--- config.mk ---
export PLATFORM = sky130hd
export DESIGN_NAME = m_pwm_bank
export DESIGN_NICKNAME = d
export VERILOG_FILES = /design/src/rtl/m_pwm_pkg.sv /design/src/rtl/m_pwm_timebase.sv /design/src/rtl/m_pwm_bank.sv
export SDC_FILE = /design/constraint.sdc
export NUM_CORES = 1
export LEC_CHECK = 0
export ABC_AREA = 0
export BUFFER_PORTS_ARGS = -buffer_cell sky130_fd_sc_hd__buf_4
export CAP_MARGIN = 20
export CORE_UTILIZATION = 45
export CTS_CLUSTER_DIAMETER = 80
export DETAILED_ROUTE_END_ITERATION = 12
export GPL_ROUTABILITY_DRIVEN = 0
export GPL_TIMING_DRIVEN = 0
export SYNTH_ARGS = -nofsm -noshare
export SYNTH_HDL_FRONTEND = slang
export SYNTH_SLANG_ARGS = --single-unit
--- constraint.sdc ---
create_clock -name clk -period 7.6 [get_ports clk]
set_input_delay 0.76 -clock clk [delete_from_list [all_inputs] [get_ports clk]]
set_output_delay 0.76 -clock clk [all_outputs]
set_load 0.02 [all_outputs]
--- src/rtl/m_pwm_pkg.sv ---
// m_pwm_pkg: shared types and helpers for the PWM bank.
//   mode_e   : counter mode encoding (MODE_EDGE=0, MODE_CENTER=1)
//   dir_e    : counter direction for center-aligned mode
//   sat_step : saturating +1/-1 on an unsigned value of a given width (up to 32 bits)
package m_pwm_pkg;

  typedef enum logic {
    MODE_EDGE   = 1'b0,
    MODE_CENTER = 1'b1
  } mode_e;

  typedef enum logic {
    DIR_UP   = 1'b0,
    DIR_DOWN = 1'b1
  } dir_e;

  // inc&dec together, or neither, leave the value unchanged.
  function automatic logic [31:0] sat_step(input logic [31:0] value,
                                           input logic        inc,
                                           input logic        dec,
                                           input int unsigned width);
    logic [31:0] max_val;
    max_val  = (width >= 32) ? '1 : ((32'd1 << width) - 32'd1);
    sat_step = value;
    if (inc && !dec && (value < max_val)) begin
      sat_step = value + 32'd1;
    end else if (dec && !inc && (value != '0)) begin
      sat_step = value - 32'd1;
    end
  endfunction

endpackage

--- src/rtl/m_pwm_timebase.sv ---
// m_pwm_timebase: shared prescaler and period counter for the PWM bank.
//   clk, rst_n : clock, asynchronous active-low reset
//   presc      : one counter tick every presc+1 clks
//   mode       : requested mode, adopted only at a period boundary
//   cnt        : period counter (edge: 0..2^W-1 wrap; center: up/down triangle)
//   boundary   : tick while cnt==0 (one clk wide)
module m_pwm_timebase
  import m_pwm_pkg::*;
#(
  parameter int W  = 8,
  parameter int PW = 16
) (
  input  logic          clk,
  input  logic          rst_n,
  input  logic [PW-1:0] presc,
  input  logic          mode,
  output logic [W-1:0]  cnt,
  output logic          boundary
);

  localparam logic [W-1:0] CNT_MAX = '1;

  logic [PW-1:0] pcnt;
  logic          tick;
  dir_e          dir;
  mode_e         mode_q;
  mode_e         mode_eff;

  // >= rather than == so that lowering presc below the running pcnt
  // ticks at once instead of waiting for pcnt to wrap.
  assign tick     = rst_n && (pcnt >= presc);
  assign boundary = tick && (cnt == '0);
  // The tick that opens a period already runs in the newly sampled mode.
  assign mode_eff = boundary ? mode_e'(mode) : mode_q;

  always_ff @(posedge clk or negedge rst_n) begin
    if (!rst_n) begin
      pcnt <= '0;
    end else if (tick) begin
      pcnt <= '0;
    end else begin
      pcnt <= pcnt + 1'b1;
    end
  end

  always_ff @(posedge clk or negedge rst_n) begin
    if (!rst_n) begin
      cnt    <= '0;
      dir    <= DIR_UP;
      mode_q <= MODE_EDGE;
    end else if (tick) begin
      if (boundary) begin
        mode_q <= mode_e'(mode);
      end
      if (mode_eff == MODE_EDGE) begin
        cnt <= cnt + 1'b1;
        dir <= DIR_UP;
      end else if ((dir == DIR_UP) || boundary) begin
        cnt <= cnt + 1'b1;
        dir <= (cnt == CNT_MAX - 1'b1) ? DIR_DOWN : DIR_UP;
      end else begin
        cnt <= cnt - 1'b1;
        dir <= (cnt == W'(1)) ? DIR_UP : DIR_DOWN;
      end
    end
  end

endmodule

--- src/rtl/m_pwm_bank.sv ---
// m_pwm_bank: CH-channel PWM generator sharing one timebase.
//   clk, rst_n   : clock, asynchronous active-low reset
//   presc        : prescale value (tick every presc+1 clks)
//   mode         : 0 edge-aligned, 1 center-aligned (applied at period boundary)
//   wr_en/wr_ch/wr_duty : write a channel's pending duty (wr_ch>=CH ignored)
//   up, down     : per-channel saturating pending-duty increment/decrement
//   pwm          : registered PWM outputs
//   duty_out     : active duties, channel i at [i*W +: W]
//   period_start : one-clk pulse at each period boundary
module m_pwm_bank
  import m_pwm_pkg::*;
#(
  parameter int  CH = 4,
  parameter int  W  = 8,
  parameter int  PW = 16,
  localparam int CW = (CH > 1) ? $clog2(CH) : 1
) (
  input  logic            clk,
  input  logic            rst_n,
  input  logic [PW-1:0]   presc,
  input  logic            mode,
  input  logic            wr_en,
  input  logic [CW-1:0]   wr_ch,
  input  logic [W-1:0]    wr_duty,
  input  logic [CH-1:0]   up,
  input  logic [CH-1:0]   down,
  output logic [CH-1:0]   pwm,
  output logic [CH*W-1:0] duty_out,
  output logic            period_start
);

  localparam logic [W-1:0] DUTY_MAX = '1;

  logic [W-1:0] cnt;
  logic         boundary;

  m_pwm_timebase #(
    .W  (W),
    .PW (PW)
  ) u_timebase (
    .clk      (clk),
    .rst_n    (rst_n),
    .presc    (presc),
    .mode     (mode),
    .cnt      (cnt),
    .boundary (boundary)
  );

  assign period_start = boundary;

  for (genvar i = 0; i < CH; i++) begin : g_ch
    logic [W-1:0] pend;
    logic [W-1:0] pend_nxt;
    logic [W-1:0] act;
    logic         pwm_q;

    always_comb begin
      pend_nxt = W'(sat_step(32'(pend), up[i], down[i], W));
      if (wr_en && (32'(wr_ch) == i)) begin
        pend_nxt = wr_duty;
      end
    end

    // act samples the pre-write pend on a shared write/boundary clk.
    // act==0 falls out of cnt<act; full scale is forced high so the
    // cnt==2^W-1 slot does not drop the output.
    always_ff @(posedge clk or negedge rst_n) begin
      if (!rst_n) begin
        pend  <= '0;
        act   <= '0;
        pwm_q <= 1'b0;
      end else begin
        pend <= pend_nxt;
        if (boundary) begin
          act <= pend;
        end
        pwm_q <= (act == DUTY_MAX) ? 1'b1 : (cnt < act);
      end
    end

    assign pwm[i]              = pwm_q;
    assign duty_out[i*W +: W]  = act;
  end

endmodule

### Word-level counts from Yosys, hierarchy flattened

Cells that the tools add are included.

| storage, ports and cells | value |
|---|---|
| output and inout bits | 37 |
| input bits | 38 |
| word-level logic and storage cells | 111 |
| register bits after elaboration | 94 |

| cells by class | value |
|---|---|
| magnitude comparators | 9 |
| bitwise gates (word level) | 1 |
| reductions and logical operators | 41 |
| eq/ne operators | 9 |
| $add $sub $neg | 11 |
| mux-type cells | 24 |

Operators by type and width:

| kind | count |
|---|---|
| two-way mux 8 bit | 14 |
| adder 8 x 1 -> 8 bit, second input constant | 5 |
| == test 8 bit, second input constant | 5 |
| subtractor 8 x 1 -> 8 bit, second input constant | 5 |
| less-than comparator 8 bit | 4 |
| less-than comparator 8 bit, second input constant | 4 |
| nonzero test 8 bit | 4 |
| logical AND 1 bit | 22 |
| adder 16 x 1 -> 16 bit, second input constant | 1 |
| >= comparator 16 bit | 1 |
| two-way mux 16 bit | 1 |
| nonzero test 3 bit | 4 |
| two-way mux 1 bit | 9 |
| == test 8 x 1 -> 1 bit, second input constant | 1 |
| logical NOT 1 bit | 8 |
| logical NOT 8 bit | 1 |
| == test 2 bit, second input constant | 2 |
| == test 2 x 1 -> 1 bit, second input constant | 1 |
| logical NOT 2 bit | 1 |
| logical OR 1 bit | 1 |
| NOT 1 bit | 1 |

### Depth between registers and ports, before layout

Gate-level depths: netlist of the first run.

| depth | value |
|---|---|
| word-level depth | 6 |
| depth in mapped cells | 12 |
| depth with buffers taken out | 10 |

### Hierarchy

A second synthesis of the first run with hierarchy kept.

| second synthesis, totals | value |
|---|---|
| cell total of the unflattened synthesis | 765 |
| area total of the unflattened synthesis | 6760.2 sq um |

Modules (own cells, without submodules):

| module | seq. area each (sq um) | cells an instance | area an instance (sq um) | times used |
|---|---|---|---|---|
| m_pwm_bank | 1701.6 | 566 | 4957.3 | 1 |
| m_pwm_timebase | 650.6 | 199 | 1803.0 | 1 |

### Least setup slack after synthesis of the first run

Ideal clock, no wire load.

| path | value |
|---|---|
| path type | input to output |
| from | in presc[13] |
| to | out period_start |
| path slack | 4544 ps |
| data required time | 6840 ps |
| buffers on the path | 3 |
| stages on the path | 10 |
| data arrival time | 2296 ps |
| cells stage by stage | inv_1 ha_1 nand4_1 nor4_1 a22oi_1 a21bo_1 buf_6 clkinv_8 buf_6 buf_2 |

| between the ends | value |
|---|---|
| cells in the longest elaborated chain, start to end | 3 |

Ends and longest elaborated chain:

| item | RTL line | text |
|---|---|---|
| start: declaration | m_pwm_bank.sv:20 | `input logic [PW-1:0] presc,` |
| >= comparator 16 bit | m_pwm_timebase.sv:31 | `assign tick = rst_n && (pcnt >= presc);` |
| logical AND 1 bit | m_pwm_timebase.sv:31 |  |
| logical AND 1 bit | m_pwm_timebase.sv:32 | `assign boundary = tick && (cnt == '0);` |
| end: declaration | m_pwm_bank.sv:29 | `output logic period_start` |

No other way between the ends.

### Worst setup path after layout of the first run

Same ends and word-level chain as after synthesis.

==> run metrics, run 1 <==
port bufs 74; Root Buffer sky130_fd_sc_hd__clkbuf_16; Worst-path clk slew 70 ps; Yosys warning count 0; vias ~5,500; transition at the pin with the smallest max-transition slack 917 ps; crit path launch type input pin; f_max 284 MHz; crit-path max FO 10; final number of max-transition violations 0; Hold WC Path Type in2async; clock tree from TritonCTS done; vias in the first global route 5,372; Synth-to-Final Area Change 17.5%; post-layout worst setup margin 4080 ps; clock period minus worst slack between 3000 and 4000 ps; Via density 5.49; number of H-tree levels 3; CTS max path bufs 2; count of cell types in the netlist 51; Pre-antenna DRT Iters 5; first-pass GRT wire length 26.2 mm; Inserted Diodes 0; internal power 1.64 mW; sequential power share 0.361; maximum number of pins on one net before global-route repair 69; max-cap violation count 0; die area between 10,000 and 15,000 um^2; part of the total power dissipated in combinational logic 0.476; sum of overflow across all layers after global routing 0; Worst setup EP type output pin; endpoint required time on the critical path around 7000 ps; RSZ-0062 raised after global routing false; fraction of final layout cells with drive strength greater than 1 0.146; final hold slack 323 ps; post-route antenna net violation count 0; core utilization of the finished layout 0.545; count of flip-flops with a built-in enable after synthesis 0; number of buffers created by CTS 9; Clock power frac 0.164; count of state elements after synthesis 94; row count 43; pre-CTS setup slack 4040 ps; CTS sink cnt 94; Total Routing Usage GR 0.230; # nets final 933; number of gates resized after CTS 0; commonest register cell after synthesis sky130_fd_sc_hd__dfrtp_1; status finished, final reports clean; number of antenna violations at the first check in global routing 0; die extent in y between 100 and 150 um; # IOs 75; total routed wirelength around 16 mm; Synth Area per Inst 8.87 um^2; Cell Pwr Density 378 nW/um^2; area share of the largest cell type after synthesis 0.364; Post-CTS Hold Buffers 0; number of setup violations in the final report 0; overall die width around 120 um; Pwr Total 2.87 mW; proportion of synthesized chip area in sequential cells 0.364; Core Box Area roughly 14,000 um^2; headroom to the max-slew limit 0.388; Remaining DRCs 0; effective utilization at floorplan 0.463; Synth Cell Area 6460 um^2; switching power share of the total 0.427; post-route fraction of the period consumed by the critical path 0.464; Crit path arrival time 2760 ps; setup skew after layout 8.40 ps; later-pin clock latency in the skew report 350 ps; Worst Path Class, Setup in2out; detail-routed net length per standard cell 16.0 um; Yosys top cell by area sky130_fd_sc_hd__dfrtp_1; Final Hold Fails 0; number of fill cells in the layout 1,303; accumulated negative setup slack 0 ps; First DRT Iteration DRCs 289; cells after synthesis between 700 and 800; Leak 3.61 nW; peak supply drop approximately 0.00017 V; half-perimeter wire length after detailed placement 12.4 mm; top post-synthesis cells by area sky130_fd_sc_hd__dfrtp_1, sky130_fd_sc_hd__ha_1, sky130_fd_sc_hd__xnor2_1; nets in the synthesized netlist 843; # Post-CTS Setup Buffers 0; reported net switching power 1.22 mW; Synth async-reset ratio 1.00
[final cells by class]
type / count / area, um^2 / area share
clock buffer: 12 / 256 / 0.0338
multi-input combinational: 552 / 3730 / 0.492
inverter: 60 / 238 / 0.0313
timing repair buffer: 79 / 606 / 0.0798
sequential: 94 / 2350 / 0.310
clock inverter: 4 / 45.0 / 0.00594
buffer: 22 / 136 / 0.0180
tap: 180 / 225 / 0.0297
[through the flow]
| step | area [um^2] | instances |
|---|---|---|
| 6_report | 7590 | 1003 |
| 3_5_place_dp | 7260 | 983 |
| 5_1_grt | 7590 | 1003 |
| 4_1_cts | 7570 | 999 |
| 3_3_place_gp | 7240 | 982 |
| 2_1_floorplan | 6460 | 728 |
[layer usage]
layer | global-route usage | part of all wire | vias up | routed length [um]
li1 | - | - | 2733 | -
met1 | 0.299 | 0.45 | 2610 | 7310
met2 | 0.384 | 0.48 | 132 | 7750
met3 | 0.0398 | 0.043 | 29 | 686
met4 | 0.0849 | 0.021 | 0 | 330
met5 | 0 | 0 | - | 0
[placed cells by master (no fill, tap or decap), types with 8 or more instances in the layout]
cell type / synthesis / layout
sky130_fd_sc_hd__a21boi_0: 8 / 8
sky130_fd_sc_hd__a21o_1: 12 / 12
sky130_fd_sc_hd__a21oi_1: 50 / 50
sky130_fd_sc_hd__and3_1: 12 / 12
sky130_fd_sc_hd__buf_2: 7 / 9
sky130_fd_sc_hd__buf_4: 6 / 80
sky130_fd_sc_hd__clkbuf_16: 0 / 9
sky130_fd_sc_hd__dfrtp_1: 94 / 94
sky130_fd_sc_hd__ha_1: 73 / 73
sky130_fd_sc_hd__inv_1: 59 / 59
sky130_fd_sc_hd__mux2i_1: 13 / 13
sky130_fd_sc_hd__nand2_1: 73 / 73
sky130_fd_sc_hd__nand3_1: 21 / 21
sky130_fd_sc_hd__nand4_1: 22 / 22
sky130_fd_sc_hd__nor2_1: 55 / 55
sky130_fd_sc_hd__nor3_1: 17 / 17
sky130_fd_sc_hd__nor4_1: 10 / 10
sky130_fd_sc_hd__o21ai_0: 52 / 52
sky130_fd_sc_hd__o21ai_1: 24 / 24
sky130_fd_sc_hd__o21bai_1: 9 / 9
sky130_fd_sc_hd__xnor2_1: 34 / 34
sky130_fd_sc_hd__xor2_1: 12 / 12
[cell usage after synthesis, types with 2 or more instances]
cell type	count
sky130_fd_sc_hd__xnor2_1	34
sky130_fd_sc_hd__buf_6	3
sky130_fd_sc_hd__nor2_1	55
sky130_fd_sc_hd__nor2b_1	5
sky130_fd_sc_hd__or3_1	4
sky130_fd_sc_hd__o21ai_0	52
sky130_fd_sc_hd__inv_1	59
sky130_fd_sc_hd__a2111oi_0	4
sky130_fd_sc_hd__nand3b_1	3
sky130_fd_sc_hd__nand3_1	21
sky130_fd_sc_hd__a21boi_1	3
sky130_fd_sc_hd__o21bai_1	9
sky130_fd_sc_hd__a21o_1	12
sky130_fd_sc_hd__nor3_1	17
sky130_fd_sc_hd__buf_1	2
sky130_fd_sc_hd__buf_2	7
sky130_fd_sc_hd__nand4_1	22
sky130_fd_sc_hd__nor4_1	10
sky130_fd_sc_hd__mux2i_1	13
sky130_fd_sc_hd__nor3b_1	2
sky130_fd_sc_hd__buf_4	6
sky130_fd_sc_hd__o21ai_1	24
sky130_fd_sc_hd__o31ai_1	4
sky130_fd_sc_hd__nand2b_1	2
sky130_fd_sc_hd__dfrtp_1	94
sky130_fd_sc_hd__nand2_1	73
sky130_fd_sc_hd__clkbuf_1	4
sky130_fd_sc_hd__ha_1	73
sky130_fd_sc_hd__o22a_1	4
sky130_fd_sc_hd__fa_1	4
sky130_fd_sc_hd__a21oi_1	50
sky130_fd_sc_hd__mux2_2	5
sky130_fd_sc_hd__xor2_1	12
sky130_fd_sc_hd__a21boi_0	8
sky130_fd_sc_hd__and3_1	12
[power by group through the flow]
stage                     logic, mW  clock network (mW)  registers (mW)
final                          1.36               0.469            1.03
after global routing           1.56               0.502            1.07
after CTS                      1.37               0.481            1.03
after detailed placement       1.36                   0            1.04
after global placement         1.31                   0            1.03
after floorplan               0.906                   0            1.04
[sequential cells by signal, summed over array words and instances, names as in the netlist]
| name | count |
|---|---|
| u_timebase.dir | 1 |
| g_ch.act | 32 |
| g_ch.pwm_q | 4 |
| u_timebase.cnt | 8 |
| u_timebase.pcnt | 16 |
| g_ch.pend | 32 |
| u_timebase.mode_q | 1 |
[final timing paths]
path | start | endpoint | slack (ps) | cells past startpoint
min reg2reg | u_timebase.pcnt[0] | u_timebase.pcnt[0] | 530 | 1
max in group asynchronous | rst_n | g_ch[1].pend[5] | 6610 | 2
min in group clk | u_timebase.pcnt[0] | u_timebase.pcnt[0] | 530 | 1
max reg2reg | g_ch[2].pend[0] | g_ch[2].pend[7] | 4480 | 11
min | rst_n | u_timebase.cnt[6] | 320 | 1
max | presc[13] | period_start | 4080 | 12
[critical path, stage by stage]
cell and delay (ps):
sky130_fd_sc_hd__buf_4 80, sky130_fd_sc_hd__inv_1 30, sky130_fd_sc_hd__ha_1 300, sky130_fd_sc_hd__nand4_1 140
sky130_fd_sc_hd__nor4_1 310, sky130_fd_sc_hd__a22oi_1 150, sky130_fd_sc_hd__a21bo_1 220, sky130_fd_sc_hd__buf_6 160
sky130_fd_sc_hd__clkinv_8 80, sky130_fd_sc_hd__buf_6 130, sky130_fd_sc_hd__buf_2 220, sky130_fd_sc_hd__buf_4 180
[logic make-up (layout without fill, tap and decap cells)]
kind of cell / after synthesis / count (layout) / share of synthesized area
and+or+nand+nor: 234 / 234 / 0.173
AOI/OAI and AO/OA: 177 / 177 / 0.159
DFF: 94 / 94 / 0.364
buffers and inverters: 82 / 177 / 0.0579
adders and majority gates: 77 / 77 / 0.154
xor gates and xnor gates: 46 / 46 / 0.0624
muxes: 18 / 18 / 0.0289
No activity file was read; power rests on OpenSTA's default activity.
==> inputs of run 2 (changes only) <==
==> constraint.sdc (replaced) <==
create_clock -name clk -period 3.4 [get_ports clk]
set_input_delay 0.34 -clock clk [delete_from_list [all_inputs] [get_ports clk]]
set_output_delay 0.34 -clock clk [all_outputs]
set_load 0.02 [all_outputs]
==> run 2 against run 1 <==
  * Count of clock-buffer cells in the layout did not move
  * Non-clock buffer count is 1 higher
  * Flip-flop and latch count unchanged
  * Critical endpoint is now g_ch[2].pend[7]
  * Final cell count hardly changed
  * Design area grew 0.13%
  * Sequential power is 120% higher
  * Highest routed layer unchanged
  * Setup slack lost 3800 ps
  * Die area unchanged
  * Utilization is 0.072 points higher
  * First-iteration DRC count increased by 6.2%
  * Clock power up 120%
  * Power up 120%
==> run metrics, run 2 (synthesis gave the netlist of run 1 again) <==
number of fill cells in the layout roughly 1,300; transition at the pin with the smallest max-transition slack 896 ps; CTS sink cnt 94; peak supply drop between 0.0003 and 0.0004 V; f_max between 300 and 400 MHz; Cell Pwr Density 843 nW/um^2; RSZ-0062 raised after global routing false; most frequent standard cell in the layout excluding fill and tap cells sky130_fd_sc_hd__dfrtp_1; detail-routed net length per standard cell 16.0 um; number of buffers created by CTS 9; post-route antenna net violation count 0; total routed wirelength 16.1 mm; Placed Cells 983; hold path startpoint mode; number of antenna violations at the first check in global routing 0; clock tree from TritonCTS done; FF+latch area about 2400 um^2; fraction of final layout cells with drive strength greater than 1 0.146; Crit path arrival time 3370 ps; headroom to the max-slew limit 0.402; port bufs 74; Worst setup EP type register; # IOs 75; half-perimeter wire length after detailed placement 12.4 mm; Leak 3.61 nW; Root Buffer sky130_fd_sc_hd__clkbuf_16; FF-to-FF path depth 11; sum of overflow across all layers after global routing 0; area of the multi-input gates about 3700 um^2; Via density 5.46; Remaining DRCs 0; Worst Path Class, Setup reg2reg; die extent in y 122 um; effective utilization at floorplan 0.463; status finished, final reports clean; accumulated negative setup slack 0 ps; # nets final 934; Pwr Total 6.40 mW; Synth-to-Final Area Change 17.7%; die area 14,800 um^2; clock period minus worst slack 3140 ps; Inserted Diodes 0; final number of max-transition violations 0; final instance count without filler cells roughly 1,000; row count 43; vias in the first global route 5,372; Worst-path clk slew 70 ps; CTS max path bufs 2; registers with the highest flip-flop counts g_ch.act x32, g_ch.pend x32, u_timebase.pcnt x16; number of H-tree levels 3; First DRT Iteration DRCs 307; Core Box Area between 10,000 and 15,000 um^2; overall die width 122 um; pre-CTS setup slack 56.0 ps; post-layout worst setup margin 264 ps; minimum setup slack among reg-to-reg paths 260 ps; post-route fraction of the period consumed by the critical path 0.922; endpoint required time on the critical path 3630 ps; Pre-antenna DRT Iters 6; core utilization of the finished layout 0.545; later-pin clock latency in the skew report 360 ps; Total Routing Usage GR 0.230; Hold WC Path Type in2reg; vias about 5,500; max-cap violation count 0; setup skew after layout 8.32 ps; number of setup violations in the final report 0; most frequent cells in the layout sky130_fd_sc_hd__dfrtp_1, sky130_fd_sc_hd__buf_4, sky130_fd_sc_hd__nand2_1, sky130_fd_sc_hd__ha_1, sky130_fd_sc_hd__inv_1; first-pass GRT wire length 26.2 mm; number of gates resized after CTS 0; Final Hold Fails 0; Crit Reg-Reg Startpoint g_ch[2].pend[0]; crit path launch type register; origin of the worst setup path g_ch[2].pend[0]; crit-path max FO 6; maximum number of pins on one net before global-route repair 69; worst hold path stage count 2
[run 2: changes by cell type in the layout (fill, tap and decap cells not counted)]
cell,change
sky130_fd_sc_hd__dlygate4sd3_1,+1
[run 2: layout make-up]
class	count	share of cell area
plain buffers	22	0.0179
clock buffers	12	0.0338
clock inverters	4	0.00593
inverters	60	0.0313
multi-input cells	552	0.491
flip-flops and latches	94	0.310
well taps	180	0.0296
repair buffers	80	0.0810
[run 2: path summary, 6_finish.rpt]
check                                           to
worst max-delay path               g_ch[2].pend[7]
worst min-delay path             u_timebase.mode_q
worst max register to register     g_ch[2].pend[7]
worst min register to register  u_timebase.pcnt[0]
max in group asynchronous          g_ch[1].pend[5]
min in group asynchronous        u_timebase.cnt[6]
[run 2: where the power goes]
group / leakage, nW / switching [mW] / internal, mW
clock: 0.152 / 0.441 / 0.607
combinational: 2.36 / 1.59 / 1.46
sequential: 1.10 / 0.703 / 1.60
total: 3.61 / 2.73 / 3.68
[run 2: per-stage QoR]
stage	hold WS, ps	cell area [um^2]
6_report	238	7600
5_1_grt	238	7600
4_1_cts	229	7580
3_5_place_dp	294	7260
3_3_place_gp	508	7240
2_1_floorplan	44.4	6460
[run 2: repair_timing]
item,4_1_cts,5_1_grt
buffers inserted,0,0
endpoints found under the hold margin,26,0
hold buffers,1,0
[run 2: worst max-delay path, cell delays in order, from the launching register on]
cell and delay (ps):
sky130_fd_sc_hd__dfrtp_1 500, sky130_fd_sc_hd__nand4_1 120, sky130_fd_sc_hd__o21ai_0 590, sky130_fd_sc_hd__clkbuf_2 300
sky130_fd_sc_hd__ha_1 250, sky130_fd_sc_hd__a21o_1 170, sky130_fd_sc_hd__a21oi_1 210, sky130_fd_sc_hd__o21bai_1 110
sky130_fd_sc_hd__a2111oi_0 410, sky130_fd_sc_hd__nor3_1 160, sky130_fd_sc_hd__o21ai_0 100, sky130_fd_sc_hd__nand3_1 90
[run 2: metal layers]
metal,track usage,wire (um)
met3,0.0398,652
met2,0.384,7760
met5,0,0
met4,0.0849,307
met1,0.299,7330
